File: config.mk
export PLATFORM = sky130hd
export DESIGN_NAME = restador4
export DESIGN_NICKNAME = d
export VERILOG_FILES = /design/src/rtl/restador4_pkg.sv /design/src/rtl/restador4_completo.sv /design/src/rtl/restador4.sv
export SDC_FILE = /design/constraint.sdc
export NUM_CORES = 1
export LEC_CHECK = 0
export CAP_MARGIN = 20
export CORE_AREA = 2 2 39 41
export CTS_CLUSTER_SIZE = 16
export DETAILED_ROUTE_END_ITERATION = 7
export DIE_AREA = 0 0 41 43
export PLACE_DENSITY_LB_ADDON = 0.05
export SLEW_MARGIN = 30
export SYNTH_ARGS = -nofsm -noshare
export SYNTH_HDL_FRONTEND = slang
export SYNTH_HIERARCHICAL = 1
export SYNTH_SLANG_ARGS = --single-unit
export TNS_END_PERCENT = 5
File: constraint.sdc
create_clock -name CLK -period 4.3 [get_ports CLK]
set_clock_uncertainty 0.1 [all_clocks]
set_input_delay 0.645 -clock CLK [delete_from_list [all_inputs] [get_ports CLK]]
set_output_delay 0.645 -clock CLK [all_outputs]
set_load 0.05 [all_outputs]
File: src/rtl/restador4_pkg.sv
// Shared definitions for the restador4 subtractor / down-counter stage.
// Holds the MODO encoding and the default data width.
package restador4_pkg;

    localparam int RESTADOR_WIDTH = 4;

    typedef enum logic [1:0] {
        MODO_HOLD = 2'b00,
        MODO_SUB  = 2'b01,
        MODO_DEC  = 2'b10,
        MODO_LOAD = 2'b11
    } modo_e;

    // Each cell reports both outputs of a full subtractor.
    typedef struct packed {
        logic d;
        logic bout;
    } fs_out_t;

    function automatic fs_out_t full_sub(input logic a, input logic b, input logic bin);
        fs_out_t r;
        r.d    = a ^ b ^ bin;
        r.bout = (~a & b) | (~a & bin) | (b & bin);
        return r;
    endfunction

endpackage

File: src/rtl/restador4_completo.sv
// 1-bit full subtractor cell: d = a - b - bin, bout set when the cell borrows.
// A ripple of WIDTH of these forms the restador4 borrow chain.
module restador_completo
    import restador4_pkg::*;
(
    input  logic a,
    input  logic b,
    input  logic bin,
    output logic d,
    output logic bout
);

    fs_out_t res;

    always_comb begin
        res  = full_sub(a, b, bin);
        d    = res.d;
        bout = res.bout;
    end

endmodule

File: src/rtl/restador4.sv
// Registered 4-bit subtractor / down-counter with a borrow cascade (RBI in, RBO out).
// MODO selects HOLD, SUB (A-B-RBI), DEC (Q-RBI) or LOAD (A), all gated by ENB.
module restador4
    import restador4_pkg::*;
#(
    parameter int WIDTH = RESTADOR_WIDTH
) (
    input  logic             CLK,
    input  logic             RESET,
    input  logic             ENB,
    input  logic [1:0]       MODO,
    input  logic             RBI,
    input  logic [WIDTH-1:0] A,
    input  logic [WIDTH-1:0] B,
    output logic [WIDTH-1:0] Q,
    output logic             RBO,
    output logic             ZERO
);

    logic [WIDTH-1:0] q_q, q_d;
    logic             rbo_q, rbo_d;
    logic             zero_q, zero_d;

    logic [WIDTH-1:0] op_a, op_b, diff;
    logic [WIDTH:0]   borrow;
    modo_e            modo;

    assign modo = modo_e'(MODO);

    // DEC reuses the subtractor chain as Q - 0 - RBI, so the wrap borrow falls out for free.
    always_comb begin
        op_a = A;
        op_b = B;
        if (modo == MODO_DEC) begin
            op_a = q_q;
            op_b = '0;
        end
    end

    assign borrow[0] = RBI;

    for (genvar i = 0; i < WIDTH; i++) begin : g_cell
        restador_completo u_cell (
            .a    (op_a[i]),
            .b    (op_b[i]),
            .bin  (borrow[i]),
            .d    (diff[i]),
            .bout (borrow[i+1])
        );
    end

    // NOTE: every output of this block gets a default first, so no path leaves a latch behind.
    always_comb begin
        q_d   = q_q;
        rbo_d = 1'b0;
        if (ENB) begin
            case (modo)
                MODO_SUB,
                MODO_DEC: begin
                    q_d   = diff;
                    rbo_d = borrow[WIDTH];
                end
                MODO_LOAD: q_d = A;
                default:   q_d = q_q;
            endcase
        end
        zero_d = (q_d == '0);
    end

    // NOTE: state registers use non-blocking assignments so all flops update from pre-edge values.
    always_ff @(posedge CLK or posedge RESET) begin
        if (RESET) begin
            q_q    <= '0;
            rbo_q  <= 1'b0;
            zero_q <= 1'b1;
        end else begin
            q_q    <= q_d;
            rbo_q  <= rbo_d;
            zero_q <= zero_d;
        end
    end

    assign Q    = q_q;
    assign RBO  = rbo_q;
    assign ZERO = zero_q;

endmodule

==> out/metrics.yaml, run 1 <==
pwr:
  powerDensity_nw_per_um2: 392
  pwr-share-clk_pct: 19.1
  p_comb_share_pct: 53.7
  p_int_mw: 0.179
  seqPwrFrac_pct: 27.2
  netSwitchingPower_mw: 0.123
  switching_share_pct: 40.8
  p_leak_nw: 0.400
  ir_drop_v: 0.000292
yosys:
  synth-compound-area-share_pct: 5.65
  syn_nets: 73
  synth_cell_types: 14
  synth-seq-cells: 6
  synth_area_leaders: "dfrtp_1, fa_1, inv_1"
  synth_cells: 52
  yosys.area_share.simple_pct: 10.4
  synth_top_family_by_area: "adder cells"
  avgSynthCellArea_um2: 10.2
  yosys.area.top_type_share_pct: 23.5
  yosysWarnings: 6
  muxShareOfSynthArea_pct: 19.1
  yosys.area_share.adder_pct: 22.1
  syn_area_um2: 532
  synth-seq-area-share_pct: 28.5
  synth_top_area_cell: "dfrtp_1"
  synthXorXnorAreaFrac_pct: 0
run_status:
  run_status: "complete, no violations"
setup_path:
  rr_worst_depth: 10
  path_class: "in2reg"
  startpoint: "MODO[0]"
  rr_startpoint: "Q[0]"
  required_ps: 4370
  critPathLaunchType: "input port"
  critPathCaptureType: "flip-flop"
  setup.worst_path.end: "ZERO"
  crit_path_max_fanout: 2
  reg2reg_to: "ZERO"
  reg2reg_slack_ps: 1360
  arrival_ps: 3890
cells_and_area:
  final_cells: 91
  layout-drive-gt1-share_pct: 18.7
  diodes: 0
  final_nets: 97
  area_growth_pct: 44.9
  multi_input_area_um2: 304
  fillCellCount: 141
  regArea_um2: 151
detailed_routing:
  vias_per_cell: 4.41
  firstDrtPassIters: 4
  drc: 0
  wl_um: 905
  dr_total_vias: 401
  wire_per_inst_um: 9.95
  drtAntennaViolNets: 0
  drt_iter0_markers: 2
timing:
  fin_tns_setup_ps: 0
  rsz0062_at_grt: "no"
  final.period_utilization_pct: 88.8
  slew_headroom_pct: 67.3
  worstMarginPinSlew_ps: 490
  fin_crit_ps: 3820
  hold_viol_final: 0
  final_max_slew_viol_count: 0
  max_freq_mhz: 262
  setup_viol_count_final: 0
floorplanning:
  die-area_um2: 1760
  io_pins: 20
  start_util_pct: 38.4
  row_count: 14
  die_w_um: 41
  coreArea_um2: 1380
  dieHeight_um: 43
cts:
  clk_transition_reported_paths_ps: 50
  cts_sinks: 6
  cts_max_level: 1
  clockRootBuffer: "clkbuf_4"
  post-cts-setup-buffer-count: 0
  cts_resized: 0
  cts_buffer_depth: 2
  tritoncts: "done"
  cts_made_buffers: 3
  insertion_delay_ps: 250
  holdBufCountCts: 0
flow_run:
  maxCapViolations: 0
placed_design:
  gp_routability_congestion: 0.652
  dp_hpwl_um: 774
  port_buffers: 19
  dpl.cell_count: 87
min_path:
  min_path_type: "in2async"
global_routing:
  antenna_found_initial: 0
  grt_pass1_wl_mm: 1.58
  track_usage_pct: 13.9
  grt_pass1_vias: 404
  grt-ovfl-total: 0
  grt_max_degree: 8
[power by group through the flow]
stage | logic [mW] | registers [mW] | clock network [mW]
2_1_floorplan | 0.0606 | 0.133 | 0
3_3_place_gp | 0.164 | 0.0826 | 0
3_5_place_dp | 0.164 | 0.0832 | 0
4_1_cts | 0.165 | 0.0827 | 0.0589
5_1_grt | 0.180 | 0.0845 | 0.0668
6_report | 0.162 | 0.0821 | 0.0578
[placed cells by master (no fill, tap or decap), drive strengths merged]
| cell | synthesis | routed |
|---|---|---|
| buf | 1 | 1 |
| fa | 4 | 4 |
| ha | 3 | 3 |
| nand2b | 1 | 1 |
| a22oi | 4 | 4 |
| dfrtp | 5 | 5 |
| nor2b | 4 | 4 |
| clkdlybuf4s50 | 0 | 19 |
| and3 | 1 | 1 |
| clkbuf | 0 | 4 |
| and4 | 1 | 1 |
| inv | 19 | 19 |
| dfstp | 1 | 1 |
| mux2 | 8 | 8 |
[metal layers]
layer  global-route usage (%)  share of wire (%)  up-vias
met5                        0                  0        -
met2                     19.4                 48       16
met3                     9.42                8.3        0
met1                     16.8                 44      182
met4                     4.00                  0        0
li1                         -                  -      203
[cell type report]
cell class,instances,area share (%)
inverters,19,9.25
well taps,16,2.60
flip-flops and latches,6,19.6
repair buffers,20,25.6
clock buffers,4,3.41
multi-input cells,26,39.4
[synth_stat cells, drive strengths merged]
cell type  number
inv            19
and4            1
dfstp           1
and3            1
fa              4
mux2            8
a22oi           4
nand2b          1
buf             1
ha              3
dfrtp           5
nor2b           4
[worst min-delay path by stage]
stage	start	end	slack (ps)	cells after the start
floorplan	RESET	Q[0]	340	1
global route	RESET	Q[3]	540	2
finish	RESET	RBO	500	2
CTS	RESET	RBO	500	2
detailed placement	Q[3]	Q[3]	540	3
global placement	Q[1]	Q[1]	530	3
[flip-flops by register name, indices dropped and copies added (netlist names)]
name / cells
Q: 4
ZERO: 1
RBO: 1
[metrics by stage]
| stage | instance area, µm² | power (mW) | setup slack [ps] | util [%] | hold slack (ps) |
|---|---|---|---|---|---|
| after global placement | 744 | 0.247 | 192 | 53.8 | 535 |
| after floorplan | 532 | 0.194 | 683 | - | 335 |
| after global routing | 771 | 0.331 | 295 | 55.7 | 541 |
| after detailed placement | 744 | 0.247 | 201 | 53.8 | 540 |
| final | 771 | 0.302 | 481 | 55.7 | 499 |
| after CTS | 771 | 0.306 | 458 | 55.7 | 502 |
[worst max-delay path, cell delays in order]
cell             delay (ps)
clkdlybuf4s50_1         480
inv_1                    60
ha_1                    220
mux2_2                  230
inv_1                    50
fa_1                    420
fa_1                    380
fa_1                    380
fa_1                    430
inv_1                    60
a22oi_1                  60
mux2_4                  280
and4_1                  190
[cell families after synthesis]
kind of cell	count (synthesis)
buffers and inverters	20
muxes	8
adders and majority gates	7
and+or+nand+nor	7
DFF	6
AOI/OAI and AO/OA	4
Note: power is estimated with default switching activity, not from simulation.
==> inputs of run 2 (changes only) <==
--- a/config.mk
+++ b/config.mk
@@ -10,7 +10,7 @@
 export CTS_CLUSTER_SIZE = 16
 export DETAILED_ROUTE_END_ITERATION = 7
 export DIE_AREA = 0 0 41 43
-export PLACE_DENSITY_LB_ADDON = 0.05
+export PLACE_DENSITY = 0.79
 export SLEW_MARGIN = 30
 export SYNTH_ARGS = -nofsm -noshare
 export SYNTH_HDL_FRONTEND = slang
==> out/metrics.yaml, run 2 (same netlist as run 1, synthesis figures left out) <==
cts:
  cts_made_buffers: 3
  cts_resized: 0
  cts_max_level: 1
  holdBufCountCts: 0
  clockRootBuffer: "clkbuf_4"
  cts_buffer_depth: 2
  insertion_delay_ps: 250
  tritoncts: "done"
  post-cts-setup-buffer-count: 0
  clk_transition_reported_paths_ps: 50
  cts_sinks: 6
detailed_routing:
  drc: 0
  dr_total_vias: 413
  drtAntennaViolNets: 0
  wire_per_inst_um: 11.4
  firstDrtPassIters: 2
  wl_mm: 1.04
  vias_per_cell: 4.54
  drt_iter0_markers: 2
cells_and_area:
  diodes: 0
  largest_reg_flops: 4
  final_cells: 91
  final_nets: 97
  final_util_pct: 55.7
  fillCellCount: 130
  area_growth_pct: 44.9
  final_cell_mix: "inv_1, clkdlybuf4s50_1, dfrtp_1"
  layout-drive-gt1-share_pct: 18.7
timing:
  fin_tns_setup_ps: 0
  slew_headroom_pct: 67.1
  setup_ws_ps: 419
  final.period_utilization_pct: 90.3
  final_max_slew_viol_count: 0
  worstMarginPinSlew_ps: 492
  max_freq_mhz: 258
  hold_viol_final: 0
  timing.hold.ws_ps: 502
  rsz0062_at_grt: "no"
  setup_viol_count_final: 0
  fin_crit_ps: 3880
global_routing:
  antenna_found_initial: 0
  grt-ovfl-total: 0
  grt_pass1_wl_mm: 1.78
  track_usage_pct: 15.0
  grt_pass1_vias: 453
  grt_max_degree: 8
setup_path:
  rr_startpoint: "Q[0]"
  arrival_ps: 3960
  startpoint: "MODO[0]"
  critPathCaptureType: "flip-flop"
  rr_worst_depth: 10
  reg2reg_to: "ZERO"
  critPathLaunchType: "input port"
  required_ps: 4370
  setup.worst_path.end: "ZERO"
  path_class: "in2reg"
  reg2reg_slack_ps: 1260
  crit_path_max_fanout: 2
placed_design:
  pre_cts_ws_ps: 170
  dpl.cell_count: 87
  dp_hpwl_um: 921
  port_buffers: 19
  gp_routability_congestion: 0.724
floorplanning:
  io_pins: 20
  start_util_pct: 38.4
  die_w_um: 41
  die-area_um2: 1760
  row_count: 14
  coreArea_um2: 1380
  dieHeight_um: 43
min_path:
  min_path_type: "in2async"
run_status:
  run_status: "complete, no violations"
pwr:
  ir_drop_v: 0.000144
  p_leak_nw: 0.400
  powerDensity_nw_per_um2: 398
flow_run:
  maxCapViolations: 0
[run 2: where the power goes]
group          internal, mW  leakage [nW]  switching, mW
Combinational        0.0714         0.311         0.0941
Sequential           0.0730        0.0735         0.0105
Clock                0.0353        0.0150         0.0221
[run 2: metal layers]
| layer | GRT usage, % | wire, µm |
|---|---|---|
| met1 | 13.7 | 348 |
| met2 | 28.7 | 611 |
| met3 | 1.57 | 59 |
| met4 | 8.00 | 15 |
| met5 | 0 | 0 |
[run 2: worst min path at each step]
| stage | from | endpoint | slack (ps) | depth (start not counted) |
|---|---|---|---|---|
| finish | RESET | Q[0] | 500 | 2 |
| global route | RESET | Q[3] | 510 | 2 |
| CTS | RESET | Q[3] | 500 | 2 |
| detailed placement | Q[1] | Q[1] | 550 | 3 |
| global placement | Q[1] | Q[1] | 540 | 3 |
| floorplan | RESET | Q[0] | 340 | 1 |
[run 2: through the flow]
stage	total power [mW]	area [µm²]
2_1_floorplan	0.194	532
3_5_place_dp	0.251	744
3_3_place_gp	0.244	744
5_1_grt	0.332	771
4_1_cts	0.309	771
6_report	0.306	771
[run 2: final cells by class]
| cell class | count | area (µm²) | share of cell area (%) |
|---|---|---|---|
| Tap cell | 16 | 20.0 | 2.60 |
| Sequential cell | 6 | 151 | 19.6 |
| Timing Repair Buffer | 20 | 198 | 25.6 |
| Multi-Input combinational cell | 26 | 304 | 39.4 |
| Inverter | 19 | 71.3 | 9.25 |
| Clock buffer | 4 | 26.3 | 3.41 |
[run 2: worst max-delay path, stage by stage]
cell and delay (ps):
clkdlybuf4s50_1 490, inv_1 70, ha_1 220, mux2_2 220
inv_1 50, fa_1 430, fa_1 390, fa_1 400
fa_1 430, inv_1 70, a22oi_1 60, mux2_4 280
and4_1 210
